===== src/rtl/program_fetch.sv =====
// Loadable program store with a registered fetch port that returns {opcode, operand} word pairs.
// A loader fills the store through a valid/ready stream; fetches are checked for alignment and load status.
//
// state | meaning
// EMPTY | after reset, no program image present
// LOAD  | accepting program words in address order
// READY | complete image present, fetches return data
module program_fetch #(
    parameter int WORD_W = 3,
    parameter int DEPTH  = 16,
    parameter int PTR_W  = $clog2(DEPTH)
) (
    input  logic              clk,
    input  logic              rst,
    input  logic              load_start,
    input  logic              load_valid,
    input  logic [WORD_W-1:0] load_data,
    output logic              load_ready,
    output logic              loaded,
    input  logic              halt,
    input  logic              fetch_req,
    input  logic [PTR_W-1:0]  instr_ptr,
    output logic [WORD_W-1:0] opcode,
    output logic [WORD_W-1:0] operand,
    output logic              fetch_valid,
    output logic [1:0]        fault
);

    typedef enum logic [1:0] {EMPTY, LOAD, READY} state_t;

    localparam logic [PTR_W-1:0] LAST_ADDR = PTR_W'(DEPTH - 1);

    state_t            state;
    logic [PTR_W-1:0]  wr_addr;
    logic [WORD_W-1:0] mem [DEPTH];

    logic              wr_en;
    logic              fetch_ok;
    logic [PTR_W-1:0]  op_addr;
    logic [PTR_W-1:0]  opnd_addr;

    // A restart takes priority over a coincident word, so the restart cycle writes nothing.
    assign wr_en     = load_ready && load_valid && !load_start;
    assign fetch_ok  = (state == READY) && !load_start;
    assign op_addr   = instr_ptr & ~PTR_W'(1);
    assign opnd_addr = instr_ptr | PTR_W'(1);

    // Program storage is deliberately left out of reset.
    always_ff @(posedge clk) begin
        if (wr_en) begin
            mem[wr_addr] <= load_data;
        end
    end

    always_ff @(posedge clk) begin
        if (rst) begin
            state       <= EMPTY;
            wr_addr     <= '0;
            load_ready  <= 1'b0;
            loaded      <= 1'b0;
            opcode      <= '0;
            operand     <= '0;
            fetch_valid <= 1'b0;
            fault       <= 2'b00;
        end else begin
            fetch_valid <= 1'b0;
            fault       <= 2'b00;
            if (fetch_req && !halt) begin
                if (!fetch_ok) begin
                    fault <= 2'b10;
                end else if (instr_ptr[0]) begin
                    fault <= 2'b01;
                end else begin
                    opcode      <= mem[op_addr];
                    operand     <= mem[opnd_addr];
                    fetch_valid <= 1'b1;
                end
            end

            case (state)
                EMPTY: begin
                    if (load_start) begin
                        state      <= LOAD;
                        wr_addr    <= '0;
                        load_ready <= 1'b1;
                    end
                end
                LOAD: begin
                    if (load_start) begin
                        wr_addr <= '0;
                    end else if (wr_en) begin
                        if (wr_addr == LAST_ADDR) begin
                            wr_addr    <= '0;
                            state      <= READY;
                            load_ready <= 1'b0;
                            loaded     <= 1'b1;
                        end else begin
                            wr_addr <= wr_addr + 1'b1;
                        end
                    end
                end
                READY: begin
                    if (load_start) begin
                        state      <= LOAD;
                        wr_addr    <= '0;
                        load_ready <= 1'b1;
                        loaded     <= 1'b0;
                    end
                end
                default: begin
                    state      <= EMPTY;
                    wr_addr    <= '0;
                    load_ready <= 1'b0;
                    loaded     <= 1'b0;
                end
            endcase
        end
    end

endmodule


===== config.mk =====
export PLATFORM = sky130hd
export DESIGN_NAME = program_fetch
export DESIGN_NICKNAME = d
export VERILOG_FILES = /design/src/rtl/program_fetch.sv
export SDC_FILE = /design/constraint.sdc
export NUM_CORES = 1
export LEC_CHECK = 0
export ABC_AREA = 1
export ABC_CLOCK_PERIOD_IN_PS = 1910
export CAP_MARGIN = 5
export CORE_UTILIZATION = 51
export CTS_CLUSTER_SIZE = 12
export DETAILED_ROUTE_END_ITERATION = 10
export PLACE_DENSITY = 0.81
export SKIP_LAST_GASP = 1
export SLEW_MARGIN = 20
export SYNTH_ARGS = -nofsm -noshare
export SYNTH_HDL_FRONTEND = slang
export SYNTH_SLANG_ARGS = --single-unit

===== constraint.sdc =====
create_clock -name clk -period 1.91 [get_ports clk]
set_clock_uncertainty 0.2 [all_clocks]
set_input_delay 0.573 -clock clk [delete_from_list [all_inputs] [get_ports clk]]
set_output_delay 0.573 -clock clk [all_outputs]
set_load 0.01 [all_outputs]

======== After elaboration in Yosys (flattened, before gate mapping) ========
Memory sizes are Yosys's and may differ from the RTL's. A register that Yosys moved wholly into a read port is not among the register bits.
Cells that the tools add are included.
word-level totals
  register bits ........................... 11
  bits in writable memories ............... 48
  input port bits ......................... 13
  logic and storage cells ................. 61
  memories ................................ 1
operators by class
  $add $sub $neg .......................... 1
  equality and inequality tests ........... 9
  multiplexer cells ....................... 25
  bitwise logic cells ..................... 4
  reduce and logical (&&, ||, !) cells .... 14
memories
  name  words  bits a word  read ports  clocked after Yosys merged registers in  wr ports  RTL line  RTL
  mem   16     3            2           2                                        1         35        logic [WORD_W-1:0] mem [DEPTH];
operators with widths
  operator             number
  $mux 4               4
  $mux 1               12
  $mux 2               5
  $ne 2x2->1 const B   4
  $pmux 4 s2           1
  $reduce_and 5->1     1
  $add 4x1->4 const B  1
  $eq 4x4->1 const B   1
  $logic_and 1x1->1    4
  $not 1->1            4
  $pmux 2 s2           1
  $reduce_and 4->1     1
  $reduce_or 2->1      2
  $ne 3x3->1 const B   1
  $pmux 1 s3           1
  $reduce_and 3->1     1
  $reduce_or 3->1      1
  $eq 2x1->1 const B   1
  $eq 2x2->1 const B   1
  $logic_not 1->1      2
  $logic_not 2->1      1
  $ne 2x1->1 const B   1
  $pmux 1 s2           1
  $reduce_and 2->1     1

======== Depth between registers and ports, before layout ========
Gate-level depths: netlist of run 1.
  depth in word-level cells ............... 5
  depth in mapped cells ................... 9
  depth with buffers taken out ............ 8

======== Least setup slack after synthesis of run 1 ========
Ideal clock, no wire load.
  kind .................................... input to register
  from .................................... in load_valid
  to ...................................... mem mem[11][0] (enable)
  setup time .............................. 345 ps
  data arrival time ....................... 1164 ps
  slack ................................... 202 ps
  stages on the path ...................... 4
  buffers on the path ..................... 0
  cells stage by stage .................... nand2_1 > nor2_2 > inv_1 > nor3_1
between the ends
  longest elaborated chain between the ends .. 4
RTL lines
  what                            RTL line  RTL
  from (decl)                     16        input logic load_valid,
  $logic_and 1x1->1 (2 in a row)  43        assign wr_en = load_ready && load_valid && !load_start;
  $mux 1                          50        if (wr_en) begin
  $mux 1 (implied by the code)    51        mem[wr_addr] <= load_data;
  to (decl)                       35
No other way between the ends.

======== Worst setup path in the final report of run 1 ========
  from .................................... in load_start
  to ...................................... reg wr_addr[2]
between the ends
  longest elaborated chain between the ends .. 4
RTL lines
  what                        RTL line  RTL
  from (decl)                 15        input logic load_start,
  $logic_not 1->1             43
  $logic_and 1x1->1           43
  $ne 3x3->1 (no line)        n/a
  $reduce_and 2->1 (no line)  n/a
  to (signal assigned)        98        wr_addr <= wr_addr + 1'b1;
  to (decl)                   34        logic [PTR_W-1:0] wr_addr;
Parallel ways exist; a longest one is shown, timed or not.
A chain may end at the register's enable or synchronous reset.

==> results of run 1 <==
==> repair_timing <==
item                                    CTS  global route
resized for setup                        13             4
hold buffers                              0             0
endpoints found under the setup margin   16            40
cloned                                    0             0
==> how the worst min path moves through the flow <==
stage	to	depth (start not counted)	from	slack, ns
2_1_floorplan	fault[1]$_SDFF_PP0_	1	state[1]$_SDFFE_PP0P_	0.27
3_3_place_gp	loaded$_SDFFE_PP0P_	2	loaded$_SDFFE_PP0P_	0.25
3_5_place_dp	loaded$_SDFFE_PP0P_	2	loaded$_SDFFE_PP0P_	0.26
4_1_cts	operand[0]$_SDFFE_PP0P_	2	operand[0]$_SDFFE_PP0P_	0.27
5_1_grt	operand[0]$_SDFFE_PP0P_	2	operand[0]$_SDFFE_PP0P_	0.29
6_report	loaded$_SDFFE_PP0P_	2	loaded$_SDFFE_PP0P_	0.26
==> cell usage in the layout (no fill, tap or decap), drive strengths merged <==
cell           Yosys  routed
edfxtp            48      48
inv               56      56
dlygate4sd2        0      11
a21oi             16      16
bufinv             0       4
clkbuf             1      10
clkdlybuf4s50      0      12
nor3               4       4
clkinv             0       2
nor2              21      21
o21ai              3       3
buf                7      19
dfxtp             17      17
ha                 4       4
nand2             91      91
nand3             40      40
o211ai             1       1
==> per-layer routing <==
| layer | up-vias | track usage (%) | part of all wire (%) |
|---|---|---|---|
| met1 | 995 | 30.1 | 44 |
| li1 | 1077 | - | - |
| met3 | 16 | 6.31 | 6.7 |
| met5 | - | 0 | 0 |
| met4 | 0 | 9.06 | 1.8 |
| met2 | 116 | 36.4 | 47 |
==> logic make-up after synthesis <==
logic type,count (synthesis)
DFF,65
AOI/OAI and AO/OA,20
and+or+nand+nor,156
buffers and inverters,64
adders and majority gates,4
==> power by group through the flow <==
stage                     registers, mW  logic, mW  clock network, mW
after floorplan                    1.56      0.109                  0
after global placement             1.56      0.206                  0
after detailed placement           1.56      0.212                  0
after CTS                          1.53      0.213               1.54
after global routing               1.53      0.238               1.60
final                              1.53      0.215               1.53
==> critical path: cells and delay by family <==
kind,cells,cell delay [ns]
simple gates,4,0.29
buf+inv,4,0.89
compound gates,1,0.16
==> area by class of cell <==
| type | count | area [µm²] |
|---|---|---|
| inverters | 56 | 210 |
| well taps | 70 | 87.6 |
| multi-input cells | 180 | 858 |
| clock buffers | 10 | 128 |
| repair buffers | 42 | 397 |
| flip-flops and latches | 65 | 1780 |
| clock inverters | 6 | 130 |
| fillers | 400 | 1680 |
==> flip-flops by register name, summed over array words and instances (netlist names) <==
register / flops
state: 2
fault: 2
operand: 3
load_ready: 1
mem: 48
fetch_valid: 1
wr_addr: 4
opcode: 3
loaded: 1
==> per-stage QoR <==
step                      instance area, µm²  setup WS [ns]  utilization [%]
after CTS                               3580       -0.00835             67.9
after global routing                    3590        -0.0202             68.2
final                                   3590         0.0596             68.2
after floorplan                         2880          0.202                -
after detailed placement                3330         -0.373             63.2
after global placement                  3330         -0.331             63.2
==> results.yml, run 1 <==
cts:
  cts_tree: "built"
  root_buffer: "clkbuf_8"
  cts_sinks: 65
  h-tree-depth: 3
  clkLatencyLatePin_ns: 0.34
  post_cts_buffers: 0
  clkSlewWorstSetupHoldPaths_ns: 0.07
  numCtsBuffers: 9
  max-clock-path-buffers: 2
floorplanning:
  core_um2: 5270
  die_area_um2: 5950
  io_pins: 24
  start_util_pct: 54.7
  dieWidth_um: 77.2
  num_rows: 26
  die_h_um: 77.2
timing:
  hold_slack_ns: 0.262
  finalSetupViolations: 0
  fmax_mhz: 540
  finalSetupTns_ns: 0
  finalCritPeriodShare_pct: 96.9
  tightest_slew_ns: 0.274
  finalHoldViolCount: 0
  rsz0062_at_grt: "yes"
  final.min_clock_period_ns: 1.85
  slew_headroom_pct: 81.7
  slew_viol_final: 0
yosys:
  synth_compound_area_share_pct: 3.69
  synthSimpleGateAreaFrac_pct: 23.8
  synth_top_family_by_area: "simple AND/OR/NAND/NOR gates"
  muxShareOfSynthArea_pct: 0
  synth_fp_nets: 326
  post_synth_instance_area_um2: 2880
  synth.area.top_cells: "edfxtp_1 50%, dfxtp_1 12%, nand2_1 12%"
  synth_edf_count: 48
  synth_cells: 309
  synth_cell_type_count: 23
  synth.largest_area_cell: "edfxtp_1"
  ys_seq_area_share_pct: 61.9
  async_reset_ff_share_pct: 0
  synth_area_per_cell_um2: 9.32
  yosys_warnings: 0
  synth_common_cells: "89 x nand2_1, 54 x inv_1, 48 x edfxtp_1, 40 x nand3_1"
  synth_fa_ha_area_share_pct: 1.74
  ys.flop_type: "edfxtp_1"
  ys_seq_elements: 65
  synth_top_area_share_pct: 50.0
  synth-xor-area-share_pct: 0
  yosysMostFrequentCell: "nand2_1"
worst_setup_path:
  cp-startpoint: "load_start"
  worstPathMaxFanout: 4
  rr_worst_depth: 4
  crit_path_end: "wr_addr[2]$_SDFFE_PP0P_"
  cp-start-kind: "input pin"
  slowest_delay_ns: 0.53
  cp.required_ns: 1.98
  worstSetupPathType: "input pin to register"
  worst_setup_path_end_kind: "register"
  cp_slowest_cell: "clkdlybuf4s50_1"
  r2r-start: "wr_addr[0]$_SDFFE_PP0P_"
  arrival_ns: 1.92
  rrSetupSlack_ns: 0.30
  path_cells: "clkdlybuf4s50_1, buf_4, nor2_4, buf_4, inv_1, nand2_1, o21ai_1, nand2_1, nor2_1"
  reg2reg_to: "mem[11][1]$_DFFE_PP_"
power:
  p_leak_nw: 1.59
  power_mw: 3.27
  ir_worst_vdd_v: 0.000562
  pwr-share-comb_pct: 6.6
  p_sw_mw: 0.665
  internal-power_mw: 2.61
  p_per_area_nw_per_um2: 911
  pwr-share-seq_pct: 46.8
  clkPwrFrac_pct: 46.6
  p_sw_share_pct: 20.3
place:
  place_inst: 413
  io_buffers: 23
  dp_hpwl_mm: 4.19
  gp_congestion: 0.789
drt:
  antenna_left: 0
  wl_mm: 6.21
  viasPerCell: 5.14
  dr.pass1.iters: 5
  drtIter0Drc: 161
  drcViolationCount: 0
  wl_per_cell_um: 14.5
  vias: 2204
run_status:
  outcome: "finished, final reports clean"
hold_path:
  hp-class: "register to register"
global_routing:
  grt.overflow.total: 0
  grt_pass1_vias: 2161
  grt_pass1_wl_mm: 10.4
  grt_max_degree: 25
  track_usage_pct: 23.1
  antenna_found_initial: 0
final_layout:
  final_net_count: 371
  drive_gt1_share_pct: 13.4
  fin_cells: 429
  n_antenna_cell: 0
  area_delta_synth_final_pct: 24.7
run:
  maxCapViolCount: 0
Note: power is estimated with default switching activity, not from simulation.
==> run 2, diff against run 1 <==
--- a/config.mk
+++ b/config.mk
@@ -8,6 +8,7 @@
 export ABC_AREA = 1
 export ABC_CLOCK_PERIOD_IN_PS = 1910
 export CAP_MARGIN = 5
+export CORE_MARGIN = 4
 export CORE_UTILIZATION = 51
 export CTS_CLUSTER_SIZE = 12
 export DETAILED_ROUTE_END_ITERATION = 10
==> run 2 against run 1 <==
Effect of this change:
- first-iteration DRC count fell by 25%
- critical path depth fell by 3
- highest routed layer unchanged
- setup slack got worse by 0.017 ns
- sequential cell count did not move
- combinational power fell by 2%
- hold slack improved by 0.0046 ns
- core utilization fell by 3.8 points
- total power fell by 9.4%
- sequential share of layout area rose by 0.70 points
- largest cell class unchanged
- critical path type unchanged
- via count fell by 0.77%
==> results.yml, run 2 (synthesis gave the netlist of run 1 again) <==
run_status:
  outcome: "finished, final reports clean"
worst_setup_path:
  cp_top_family: "buffers and inverters"
  worst_setup_path_end_kind: "register"
  cp.required_ns: 1.76
  worstSetupPathType: "input pin to register"
  path_cells: "clkdlybuf4s50_1, nand2_1, nor2_4, inv_1, nor3_1, buf_4"
  cp_slowest_cell: "clkdlybuf4s50_1"
  arrival_ns: 1.72
  crit_buf_inv: 3
  worstPathMaxFanout: 5
  cp-start-kind: "input pin"
  slowest_delay_ns: 0.45
power:
  pwr-share-comb_pct: 7.1
  p_leak_nw: 1.56
  internal-power_mw: 2.32
  clkPwrFrac_pct: 41.2
  p_sw_mw: 0.648
  p_sw_share_pct: 21.9
  ir_worst_vdd_v: 0.000727
  p_per_area_nw_per_um2: 837
  pwr-share-seq_pct: 51.7
global_routing:
  grt_pass1_wl_mm: 10.2
  grt.overflow.total: 0
  track_usage_pct: 18.9
  grt_pass1_vias: 2059
  antenna_found_initial: 0
  grt_max_degree: 25
run:
  maxCapViolCount: 0
drt:
  vias: 2187
  drcViolationCount: 0
  viasPerCell: 5.07
  wl_mm: 6.28
  drtIter0Drc: 121
  wl_per_cell_um: 14.6
  antenna_left: 0
  dr.pass1.iters: 4
cts:
  max-clock-path-buffers: 2
  post_cts_buffers: 0
  numCtsBuffers: 9
  cts_sinks: 65
  clkSlewWorstSetupHoldPaths_ns: 0.07
  h-tree-depth: 3
  cts_tree: "built"
  root_buffer: "clkbuf_8"
  clkLatencyLatePin_ns: 0.33
timing:
  finalCritPeriodShare_pct: 97.8
  slew_viol_final: 0
  fmax_mhz: 536
  finalHoldViolCount: 0
  rsz0062_at_grt: "yes"
  tightest_slew_ns: 0.270
  final.min_clock_period_ns: 1.87
  finalSetupTns_ns: 0
  finalSetupViolations: 0
  slew_headroom_pct: 81.9
final_layout:
  drive_gt1_share_pct: 13.4
  top_register: "mem"
  final_cell_mix: "89 x nand2_1, 54 x inv_1, 48 x edfxtp_1, 40 x nand3_1, 18 x buf_4"
  layout_commonest_cell: "nand2_1"
  n_antenna_cell: 0
  area_delta_synth_final_pct: 23.0
  reg.largest.list: "mem: 48 flops, wr_addr: 4 flops"
  largest_register_ff_count: 48
  final_net_count: 371
  fin_util_pct: 64.3
hold_path:
  hp-class: "register to register"
floorplanning:
  core_um2: 5510
  io_pins: 24
  die_h_um: 83.2
  dieWidth_um: 83.2
  num_rows: 27
  die_area_um2: 6910
  start_util_pct: 52.3
place:
  dp_hpwl_mm: 4.58
  gp_congestion: 0.871
  io_buffers: 23
-- run 2: changes by cell type in the layout (fill, tap and decap cells not counted), sizes merged --
cell	before	now
bufinv	4	0
clkinvlp	0	1
clkinv	2	3
clkbuf	10	12
-- run 2: repair_timing --
| item | CTS | global route |
|---|---|---|
| hold buffers | 0 | 0 |
| resized for setup | 11 | 8 |
| endpoints found under the setup margin | 11 | 48 |
| pin swaps | 0 | 1 |
-- run 2: worst register-to-register path: cells and delay by family, from the launching register on --
kind	cells	cell delay (ns)
fa+ha+maj	1	0.20
flops	1	0.42
simple gates	1	0.25
buf+inv	2	0.26
-- run 2: power by group through the flow --
stage | sequential [mW] | combinational (mW) | clock, mW
after floorplan | 1.56 | 0.109 | 0
after global placement | 1.56 | 0.201 | 0
after detailed placement | 1.56 | 0.207 | 0
after CTS | 1.53 | 0.207 | 1.24
after global routing | 1.53 | 0.232 | 1.31
final | 1.53 | 0.210 | 1.22
-- run 2: through the flow --
| step | worst slack [ns] | total power, mW | std cells | area (µm²) | hold WS, ns |
|---|---|---|---|---|---|
| after detailed placement | -0.359 | 1.77 | 415 | 3310 | 0.259 |
| after global placement | -0.306 | 1.76 | 415 | 3310 | 0.252 |
| after CTS | 0.00327 | 2.98 | 431 | 3520 | 0.268 |
| final | 0.0427 | 2.96 | 431 | 3540 | 0.266 |
| after global routing | -0.0131 | 3.07 | 431 | 3540 | 0.299 |
| after floorplan | 0.202 | 1.67 | 309 | 2880 | 0.267 |
-- run 2: path summary, 6_finish.rpt --
check	end	slack, ns	startpoint	cells after the start
min	loaded$_SDFFE_PP0P_	0.27	loaded$_SDFFE_PP0P_	2
max	mem[3][0]$_DFFE_PP_	0.04	load_valid	6
max reg2reg	mem[3][0]$_DFFE_PP_	0.30	wr_addr[1]$_SDFFE_PP0P_	4
min reg2reg	loaded$_SDFFE_PP0P_	0.27	loaded$_SDFFE_PP0P_	2
-- run 2: per-layer routing --
| layer | global-route usage (%) | wire length, µm | vias to the layer above |
|---|---|---|---|
| met2 | 30.8 | 3120 | 78 |
| met1 | 24.4 | 2740 | 1015 |
| met4 | 8.47 | 112 | 0 |
| li1 | - | - | 1083 |
| met5 | 0 | 0 | - |
| met3 | 3.67 | 301 | 11 |
-- run 2: layout make-up --
| class | instances | area, µm² |
|---|---|---|
| Inverter | 56 | 213 |
| Fill cell | 396 | 1960 |
| Clock inverter | 4 | 28.8 |
| Timing Repair Buffer | 42 | 372 |
| Tap cell | 72 | 90.1 |
| Clock buffer | 12 | 199 |
| Multi-Input combinational cell | 180 | 858 |
| Sequential cell | 65 | 1780 |
